`config.mk`:
```
export PLATFORM = sky130hd
export DESIGN_NAME = mem_access_stage
export DESIGN_NICKNAME = d
export VERILOG_FILES = /design/src/rtl/mem_access_stage.sv
export SDC_FILE = /design/constraint.sdc
export NUM_CORES = 1
export LEC_CHECK = 0
export BUFFER_PORTS_ARGS = -buffer_cell sky130_fd_sc_hd__buf_2
export CAP_MARGIN = 10
export CELL_PAD_IN_SITES_DETAIL_PLACEMENT = 1
export CELL_PAD_IN_SITES_GLOBAL_PLACEMENT = 1
export CORE_MARGIN = 3
export CORE_UTILIZATION = 50
export CTS_BUF_LIST = sky130_fd_sc_hd__clkbuf_16
export DETAILED_ROUTE_END_ITERATION = 7
export PLACE_DENSITY_LB_ADDON = 0.15
export SYNTH_ARGS = -nofsm -noshare
export SYNTH_HDL_FRONTEND = slang
export SYNTH_SLANG_ARGS = --single-unit
```
`constraint.sdc`:
```
create_clock -name clk -period 2.7 [get_ports clk]
set_input_delay 0.675 -clock clk [delete_from_list [all_inputs] [get_ports clk]]
set_output_delay 0.675 -clock clk [all_outputs]
set_load 0.05 [all_outputs]
```
`src/rtl/mem_access_stage.sv`:
```
// MEM stage: registers execute results, resolves branches and performs loads/stores
// on a word-addressed data memory with a programmable access latency.
module mem_access_stage #(
  parameter int ADDR_W  = 6,
  parameter int MEM_LAT = 3
) (
  input  logic        clk,
  input  logic        rst,
  input  logic        valid_in,
  input  logic [15:0] ALU_Result_in,
  input  logic        Zero_in,
  input  logic [15:0] adder_in,
  input  logic [15:0] regfile_read_data_2_in,
  input  logic [2:0]  write_reg_in,
  input  logic        Branch_in,
  input  logic        MemRead_in,
  input  logic        MemWrite_in,
  input  logic        RegWrite_in,
  input  logic        MemtoReg_in,
  output logic        stall,
  output logic        PCSrc,
  output logic [15:0] branch_target_out,
  output logic        valid_out,
  output logic [15:0] mem_read_data_out,
  output logic [15:0] alu_result_out,
  output logic [2:0]  write_reg_out,
  output logic        RegWrite_out,
  output logic        MemtoReg_out
);

  localparam int CNT_W = (MEM_LAT < 2) ? 1 : $clog2(MEM_LAT + 1);
  localparam bit FAST  = (MEM_LAT == 1);

  typedef enum logic {IDLE, BUSY} state_t;

  state_t            state;
  logic [CNT_W-1:0]  cnt;
  logic [15:0]       mem [2**ADDR_W];

  logic [ADDR_W-1:0] addr_p1;
  logic [15:0]       wdata_p1;
  logic [15:0]       alu_p1;
  logic [2:0]        wreg_p1;
  logic              rd_p1, wr_p1, regwrite_p1, memtoreg_p1;

  logic              accept, is_mem, finish;
  logic [ADDR_W-1:0] addr_in;
  logic              mem_we;
  logic [ADDR_W-1:0] mem_waddr;
  logic [15:0]       mem_wdata;

  assign addr_in           = ALU_Result_in[ADDR_W-1:0];
  assign accept            = (state == IDLE) && valid_in;
  assign is_mem            = MemRead_in | MemWrite_in;
  assign finish            = (state == BUSY) && (cnt == CNT_W'(1));
  assign PCSrc             = valid_in & Branch_in & Zero_in & ~stall;
  assign branch_target_out = adder_in;

  // With single-cycle latency the write lands on the accept edge; otherwise on the completing edge.
  always_comb begin
    mem_we    = 1'b0;
    mem_waddr = addr_p1;
    mem_wdata = wdata_p1;
    if (FAST) begin
      mem_we    = accept && MemWrite_in && !rst;
      mem_waddr = addr_in;
      mem_wdata = regfile_read_data_2_in;
    end else begin
      mem_we    = finish && wr_p1 && !rst;
    end
  end

  always_ff @(posedge clk) begin
    if (mem_we) mem[mem_waddr] <= mem_wdata;
  end

  // Stage p1: operands of a multi-cycle memory op held while BUSY
  always_ff @(posedge clk) begin
    if (accept) begin
      addr_p1     <= addr_in;
      wdata_p1    <= regfile_read_data_2_in;
      alu_p1      <= ALU_Result_in;
      wreg_p1     <= write_reg_in;
      rd_p1       <= MemRead_in;
      wr_p1       <= MemWrite_in;
      regwrite_p1 <= RegWrite_in;
      memtoreg_p1 <= MemtoReg_in;
    end
  end

  // Stage p2: MEM/WB outputs and access sequencing
  always_ff @(posedge clk or posedge rst) begin
    if (rst) begin
      state             <= IDLE;
      cnt               <= '0;
      stall             <= 1'b0;
      valid_out         <= 1'b0;
      mem_read_data_out <= '0;
      alu_result_out    <= '0;
      write_reg_out     <= '0;
      RegWrite_out      <= 1'b0;
      MemtoReg_out      <= 1'b0;
    end else begin
      case (state)
        IDLE: begin
          if (valid_in && is_mem && !FAST) begin
            state        <= BUSY;
            cnt          <= CNT_W'(MEM_LAT - 1);
            stall        <= 1'b1;
            valid_out    <= 1'b0;
            RegWrite_out <= 1'b0;
          end else if (valid_in) begin
            valid_out         <= 1'b1;
            alu_result_out    <= ALU_Result_in;
            write_reg_out     <= write_reg_in;
            RegWrite_out      <= RegWrite_in;
            MemtoReg_out      <= MemtoReg_in;
            mem_read_data_out <= (MemRead_in && !MemWrite_in) ? mem[addr_in] : 16'h0000;
          end else begin
            valid_out    <= 1'b0;
            RegWrite_out <= 1'b0;
          end
        end
        BUSY: begin
          if (finish) begin
            state             <= IDLE;
            stall             <= 1'b0;
            valid_out         <= 1'b1;
            alu_result_out    <= alu_p1;
            write_reg_out     <= wreg_p1;
            RegWrite_out      <= regwrite_p1;
            MemtoReg_out      <= memtoreg_p1;
            mem_read_data_out <= (rd_p1 && !wr_p1) ? mem[addr_p1] : 16'h0000;
          end else begin
            cnt          <= cnt - CNT_W'(1);
            valid_out    <= 1'b0;
            RegWrite_out <= 1'b0;
          end
        end
        default: state <= IDLE;
      endcase
    end
  end

endmodule
```
==> results by group, run 1 <==
GRT
  – Pin count of the biggest net entering global routing: 65
  – Met2 Use GR: 0.400
  – Vias in the first global route: 22814
  – Layer with the highest usage: met2
  – Met1 Usage GRT: 0.373
  – Met3 global-route usage: 0.0433
  – First-pass GRT wire length: 164 mm
  – Initial antenna violation count: 2
  – Overall Global Routing Usage: 0.255
  – Remaining Overflow, GRT: 0

STA
  – Slew Limit Fails: 0
  – RSZ-0062 raised after global routing: false
  – Final Hold Violating Endpoints: 0
  – Post-route setup TNS: 0 ns
  – Tmin final: 2.61 ns
  – Final period utilization: 0.968
  – Setup violations, final: 0
  – Skew final: 0.0343 ns
  – Max Fclk: 0.382 GHz
  – Worst slew margin: 0.382
  – Slew at the pin with the worst max-slew slack: 0.927 ns
  – Hold_ws: 0.156 ns

Routing
  – Vias/cell: 6.16
  – Post-DR wirelength/cell: 32.1 um
  – Vias: 21508
  – Post-route ant nets: 0
  – Drt pass-1 iters: 5
  – Post-Route WL: 112 mm
  – DRC viols: 0
  – Initial DRC count: 2266

Hold path
  – Worst Hold Class: in -> reg

Floorplanning
  – Starting Density: 0.507
  – Die width: 298 um
  – I/O pin total: 116
  – Core area: 0.0841 mm^2
  – Vert. Die Dim: 298 um
  – Die ar.: 0.0888 mm^2
  – Cell Rows: 106

Power and ir drop
  – PwrDens: 929 mW/mm^2
  – Total power: 0.0461 W
  – Maximum vdd drop: 0.643 mV
  – Pleak: 16.4 nW

Yosys
  – Area contributors post-synth: edfxtp_1 75%, mux4_2 13%, dfrtp_1 2.5%
  – Synth Instances: 1994
  – Synth unique cells: 54
  – Dominant synthesized flop cell: edfxtp_1
  – Syn Nets: 2055
  – Seq/Total Area, Yosys: 0.776
  – YS warnings: 0
  – Post-Syn Area: 0.0426 mm^2
  – Mean post-synth cell area: 21.4 um^2
  – Synth area leader: edfxtp_1
  – Post-synth EDFFs: 1063
  – Flops & latches, synth: 1111
  – Yosys top cell area share: 0.749
  – Fraction of registers with async set or reset after synthesis: 0.0378

Status
  – Status: finished clean

Clock tree
  – Cts bufs inserted: 113
  – Clk Latency, worst-skew pair: 0.69 ns
  – Clock Sinks: 1111
  – CTS tree: done
  – Clock Tree Root: clkbuf_16
  – Clk buf depth: 3
  – Clock-pin slew on the worst setup and hold paths: 0.06 ns
  – CTS HTree Levels: 3

Layout
  – Most frequent cells in the layout: 1063 x edfxtp_1, 241 x mux4_2, 149 x buf_4, 115 x clkbuf_16, 86 x nand2_1
  – Multi-input logic area: 0.00885 mm^2
  – Non-filler cells, final: 3494
  – Sequential Area: 0.0331 mm^2
  – Syn-to-layout area delta: 16.4%
  – Share of cells above drive strength 1: 0.304
  – Commonest non-fill, non-tap cell in the layout: edfxtp_1
  – Number of fillers in the final layout: 7142
  – Final nets: 2324

Critical path
  – Element type at the critical path start: register
  – Crit-path max cell delay: 0.54 ns
  – CP required: 3.24 ns
  – Worst Setup Path Type: reg -> reg
  – CP Max Fanout: 22
  – WP data arrival: 3.15 ns
  – CP Capture Type: register
  – CP max-delay cell: mux4_2
  – Worst-path cell chain: buf_16 > mux4_2 > a22oi_1 > a21oi_1 > a2111oi_4 > o31ai_1

Placed design
  – Dpl hpwl: 67.1 mm
  – RD Place Congestion: 0.814
  – Placed insts: 3274
  – Port Buf Inserts: 83

Flow run
  – Max-cap check violation count: 0
## repair_timing
| item | in CTS | in global routing |
|---|---|---|
| pin swaps | 1 | 0 |
| endpoints found under the setup margin | 6 | 9 |
| hold buffers | 0 | 0 |
| gates resized for setup | 5 | 6 |
| buffers inserted | 1 | 7 |
## metal layers
| metal | part of all wire | vias up |
|---|---|---|
| met1 | 0.42 | 11610 |
| met2 | 0.48 | 914 |
| met3 | 0.070 | 166 |
| met5 | 0 | - |
| li1 | - | 8818 |
| met4 | 0.029 | 0 |
## flip-flops by register name, indices dropped and copies added (netlist names), 2 cells and up, named ones only
register and count:
addr_p1 5, alu_result_out 16, write_reg_out 3, wreg_p1 3, cnt 2, mem_wdata 16, alu_p1 11, mem 1024
mem_read_data_out 16
## cell type report
cell class / instances / share of cell area
flip-flops and latches: 1111 / 0.667
multi-input cells: 752 / 0.179
clock buffers: 115 / 0.0580
repair buffers: 275 / 0.0486
well taps: 1134 / 0.0286
clock inverters: 95 / 0.0180
inverters: 10 / 0.000832
diodes: 2 / 0.000101
## report_power, final
part           total (W)  switching [W]  internal [W]
Combinational    0.00987        0.00606       0.00381
Sequential        0.0204       0.000530        0.0199
Clock             0.0158        0.00664       0.00917
## worst paths after layout
path / start / end / slack [ns] / cells after the start
setup / recovery: register / mem_read_data_out[9]$_DFFE_PP0P_ / 0.09 / 6
hold / removal: regfile_read_data_2_in[12] / mem_wdata[12]$_DFFE_PP_ / 0.16 / 1
setup reg to reg: register / mem_read_data_out[9]$_DFFE_PP0P_ / 0.09 / 6
hold reg to reg: write_reg_out[1]$_DFFE_PP0P_ / write_reg_out[1]$_DFFE_PP0P_ / 0.48 / 2
max in group asynchronous: rst / mem_read_data_out[15]$_DFFE_PP0P_ / 2.01 / 3
min in group asynchronous: rst / cnt[0]$_DFFE_PP0P_ / 0.23 / 3
## metrics by stage
stage	worst slack [ns]	utilization	cell area, um^2
6_report	0.0851	0.590	49600
5_1_grt	0.0161	0.590	49600
4_1_cts	0.0110	0.589	49500
3_5_place_dp	-0.0992	0.543	45700
3_3_place_gp	-0.0922	0.543	45700
2_1_floorplan	-0.129	-	42700
## worst max-delay path: cells and delay by family, from the launching register on
family | cells | cell delay (ns)
buffers and inverters | 1 | 0.23
flip-flops | 1 | 0.41
AO/OA/AOI/OAI | 4 | 1.24
multiplexers | 1 | 0.54
## cells in the mapped netlist, types with 6 or more instances
| cell type | instances |
|---|---|
| a2111oi_0 | 6 |
| o221ai_1 | 7 |
| dfxtp_1 | 6 |
| nor2b_1 | 14 |
| o2111ai_1 | 8 |
| a211o_1 | 6 |
| o21ai_0 | 22 |
| nand3_1 | 10 |
| buf_1 | 6 |
| a211oi_1 | 9 |
| nand2_1 | 87 |
| edfxtp_1 | 1063 |
| buf_2 | 38 |
| a22oi_1 | 40 |
| a21oi_1 | 18 |
| buf_6 | 8 |
| clkbuf_1 | 28 |
| mux2i_1 | 84 |
| nor2_1 | 83 |
| o22ai_1 | 25 |
| inv_1 | 9 |
| nand4_1 | 6 |
| nand2b_1 | 14 |
| buf_4 | 39 |
| a21o_1 | 6 |
| dfrtp_1 | 42 |
| mux4_2 | 241 |
| mux2_2 | 7 |
## cells by family after synthesis
logic type / Yosys count / share of synthesized area
flip-flops: 1111 / 0.776
multiplexers: 332 / 0.149
AND/OR/NAND/NOR: 244 / 0.0261
AO/OA/AOI/OAI: 175 / 0.0302
buffers and inverters: 131 / 0.0181
adder cells (fa/ha/maj): 1 / 0.000293
(Power assumes the default switching activity.)
==> run 2, diff against run 1 <==
--- a/config.mk
+++ b/config.mk
@@ -11,7 +11,6 @@
 export CELL_PAD_IN_SITES_GLOBAL_PLACEMENT = 1
 export CORE_MARGIN = 3
 export CORE_UTILIZATION = 50
-export CTS_BUF_LIST = sky130_fd_sc_hd__clkbuf_16
 export DETAILED_ROUTE_END_ITERATION = 7
 export PLACE_DENSITY_LB_ADDON = 0.15
 export SYNTH_ARGS = -nofsm -noshare
==> run 2 against run 1 <==
Sequential share of layout area down 0.21 points. Clock power up 3%. Core utilization up 0.18 points. Final cell count about the same.
==> results by group, run 2 (synthesis results as in run 1) <==
GRT
  – Vias in the first global route: 22807 (-0.031%)
  – Initial antenna violation count: 3 (+1)
  – Remaining Overflow, GRT: 0 (unchanged)
  – First-pass GRT wire length: 164 mm (-0.11%)
  – Overall Global Routing Usage: 0.256 (about the same)
  – Pin count of the biggest net entering global routing: 65 (unchanged)

STA
  – RSZ-0062 raised after global routing: false
  – Setup violations, final: 0 (unchanged)
  – Skew final: 0.0322 ns (-0.00213 ns)
  – Final period utilization: 0.973 (+0.00424)
  – Final WS setup: 0.0737 ns (-0.0115 ns)
  – Max Fclk: 0.381 GHz (-0.44%)
  – Tmin final: 2.63 ns (+0.0115 ns)
  – Post-route setup TNS: 0 ns (unchanged)
  – Worst slew margin: 0.378 (-0.00368)
  – Final Hold Violating Endpoints: 0 (unchanged)
  – Slew at the pin with the worst max-slew slack: 0.932 ns (+0.00553 ns)
  – Slew Limit Fails: 0 (unchanged)

Critical path
  – Worst Setup Path Type: reg -> reg
  – CP max-delay cell: mux4_2
  – CP top delay family: multiplexers
  – CP Capture Type: register
  – CP required: 3.28 ns (+0.04 ns)
  – Crit-path max cell delay: 0.54 ns (about the same)
  – WP buf/inv: 3 (+2)
  – CP Max Fanout: 23 (+4.5%)
  – WP data arrival: 3.20 ns (+0.05 ns)
  – Element type at the critical path start: register
  – Crit-path most repeated cell: buf_4
  – Worst-path cell chain: buf_4 > buf_12 > mux4_2 > mux2i_1 > buf_4 > o221ai_1 > a211o_1

Floorplanning
  – Starting Density: 0.507 (unchanged)
  – Cell Rows: 106 (unchanged)
  – Vert. Die Dim: 298 um (unchanged)
  – I/O pin total: 116 (unchanged)
  – Die ar.: 0.0888 mm^2 (unchanged)
  – Die width: 298 um (unchanged)
  – Core area: 0.0841 mm^2 (unchanged)

Clock tree
  – CTS tree: done
  – Clk Latency, worst-skew pair: 0.69 ns (about the same)
  – CTS HTree Levels: 3 (unchanged)
  – Clock Sinks: 1111 (unchanged)
  – Clock Tree Root: clkbuf_16
  – Cts bufs inserted: 113 (unchanged)
  – Clk buf depth: 3 (unchanged)
  – CTS Hold Bufs: 0 (unchanged)
  – Clock-pin slew on the worst setup and hold paths: 0.06 ns (about the same)

Layout
  – Number of flip-flops in the largest register: 1024 (unchanged)
  – Final nets: 2324 (unchanged)
  – Reg with most FFs: mem
  – Most frequent cells in the layout: 1063 x edfxtp_1, 241 x mux4_2, 149 x buf_4, 115 x clkbuf_16, 85 x nand2_1
  – Commonest non-fill, non-tap cell in the layout: edfxtp_1
  – Share of cells above drive strength 1: 0.310 (+0.00679)
  – Syn-to-layout area delta: 16.7%

Status
  – Status: finished clean

Placed design
  – RD Place Congestion: 0.814 (unchanged)
  – Place WS: -0.0992 ns (unchanged)
  – Dpl hpwl: 67.1 mm (unchanged)
  – Port Buf Inserts: 83 (unchanged)

Power and ir drop
  – PwrDens: 936 mW/mm^2 (+0.85%)
  – Pleak: 16.4 nW (about the same)
  – Maximum vdd drop: 0.641 mV (-0.33%)

Routing
  – Post-route ant nets: 0 (unchanged)
  – Post-DR wirelength/cell: 32.2 um (+0.22%)
  – Post-Route WL: 112 mm (+0.25%)
  – Vias: 21530 (+0.10%)
  – DRC viols: 0 (unchanged)
  – Drt pass-1 iters: 5 (unchanged)
  – Initial DRC count: 2310 (+1.9%)
  – Vias/cell: 6.16 (about the same)

Flow run
  – Max-cap check violation count: 0 (unchanged)

Hold path
  – Worst Hold Class: in -> reg
[run 2: layout make-up]
type	count	area [um^2]
clock buffer	154	3170
fill	7123	34300
clock inverter	56	746
sequential	1111	33100
antenna	3	7.51
multi-input combinational	752	8860
tap	1134	1420
inverter	10	41.3
timing repair buffer	275	2410
[run 2: path summary, 6_finish.rpt]
| kind | from | to | slack (ns) | depth (start not counted) |
|---|---|---|---|---|
| min | regfile_read_data_2_in[12] | mem_wdata[12]$_DFFE_PP_ | 0.16 | 1 |
| min reg2reg | write_reg_out[1]$_DFFE_PP0P_ | write_reg_out[1]$_DFFE_PP0P_ | 0.48 | 2 |
| max in group asynchronous | rst | mem_read_data_out[15]$_DFFE_PP0P_ | 2.01 | 3 |
| max reg2reg | register | mem_read_data_out[3]$_DFFE_PP0P_ | 0.07 | 7 |
| max | register | mem_read_data_out[3]$_DFFE_PP0P_ | 0.07 | 7 |
| min in group asynchronous | rst | cnt[0]$_DFFE_PP0P_ | 0.24 | 3 |
[run 2: report_power, final]
part	switching, W	leakage (nW)	internal (W)
combinational	0.00608	4.34	0.00381
clock	0.00665	1.91	0.00969
sequential	0.000527	10.2	0.0199
total	0.0132	16.4	0.0333
[run 2: routing by layer]
layer / vias up / track usage / part of all wire
li1: 8827 / - / -
met1: 11656 / 0.375 / 0.42
met2: 885 / 0.401 / 0.48
met3: 162 / 0.0410 / 0.073
met4: 0 / 0.0773 / 0.029
met5: - / 0 / 0
[run 2: repair_timing]
item | in CTS | in global routing
endpoints found under the setup margin | 6 | 71
pin swaps | 1 | 0
setup buffers | 1 | 7
resized for setup | 5 | 7
cloned | 0 | 0
[run 2: stage by stage]
stage / cells / power [W] / hold WS (ns) / area [um^2] / util
floorplan: 1994 / 0.0269 / 0.440 / 42700 / -
global placement: 3274 / 0.0302 / 0.458 / 45700 / 0.543
detailed placement: 3274 / 0.0305 / 0.462 / 45700 / 0.543
CTS: 3485 / 0.0469 / 0.115 / 49700 / 0.591
global route: 3492 / 0.0482 / 0.133 / 49800 / 0.592
finish: 3495 / 0.0466 / 0.161 / 49800 / 0.592
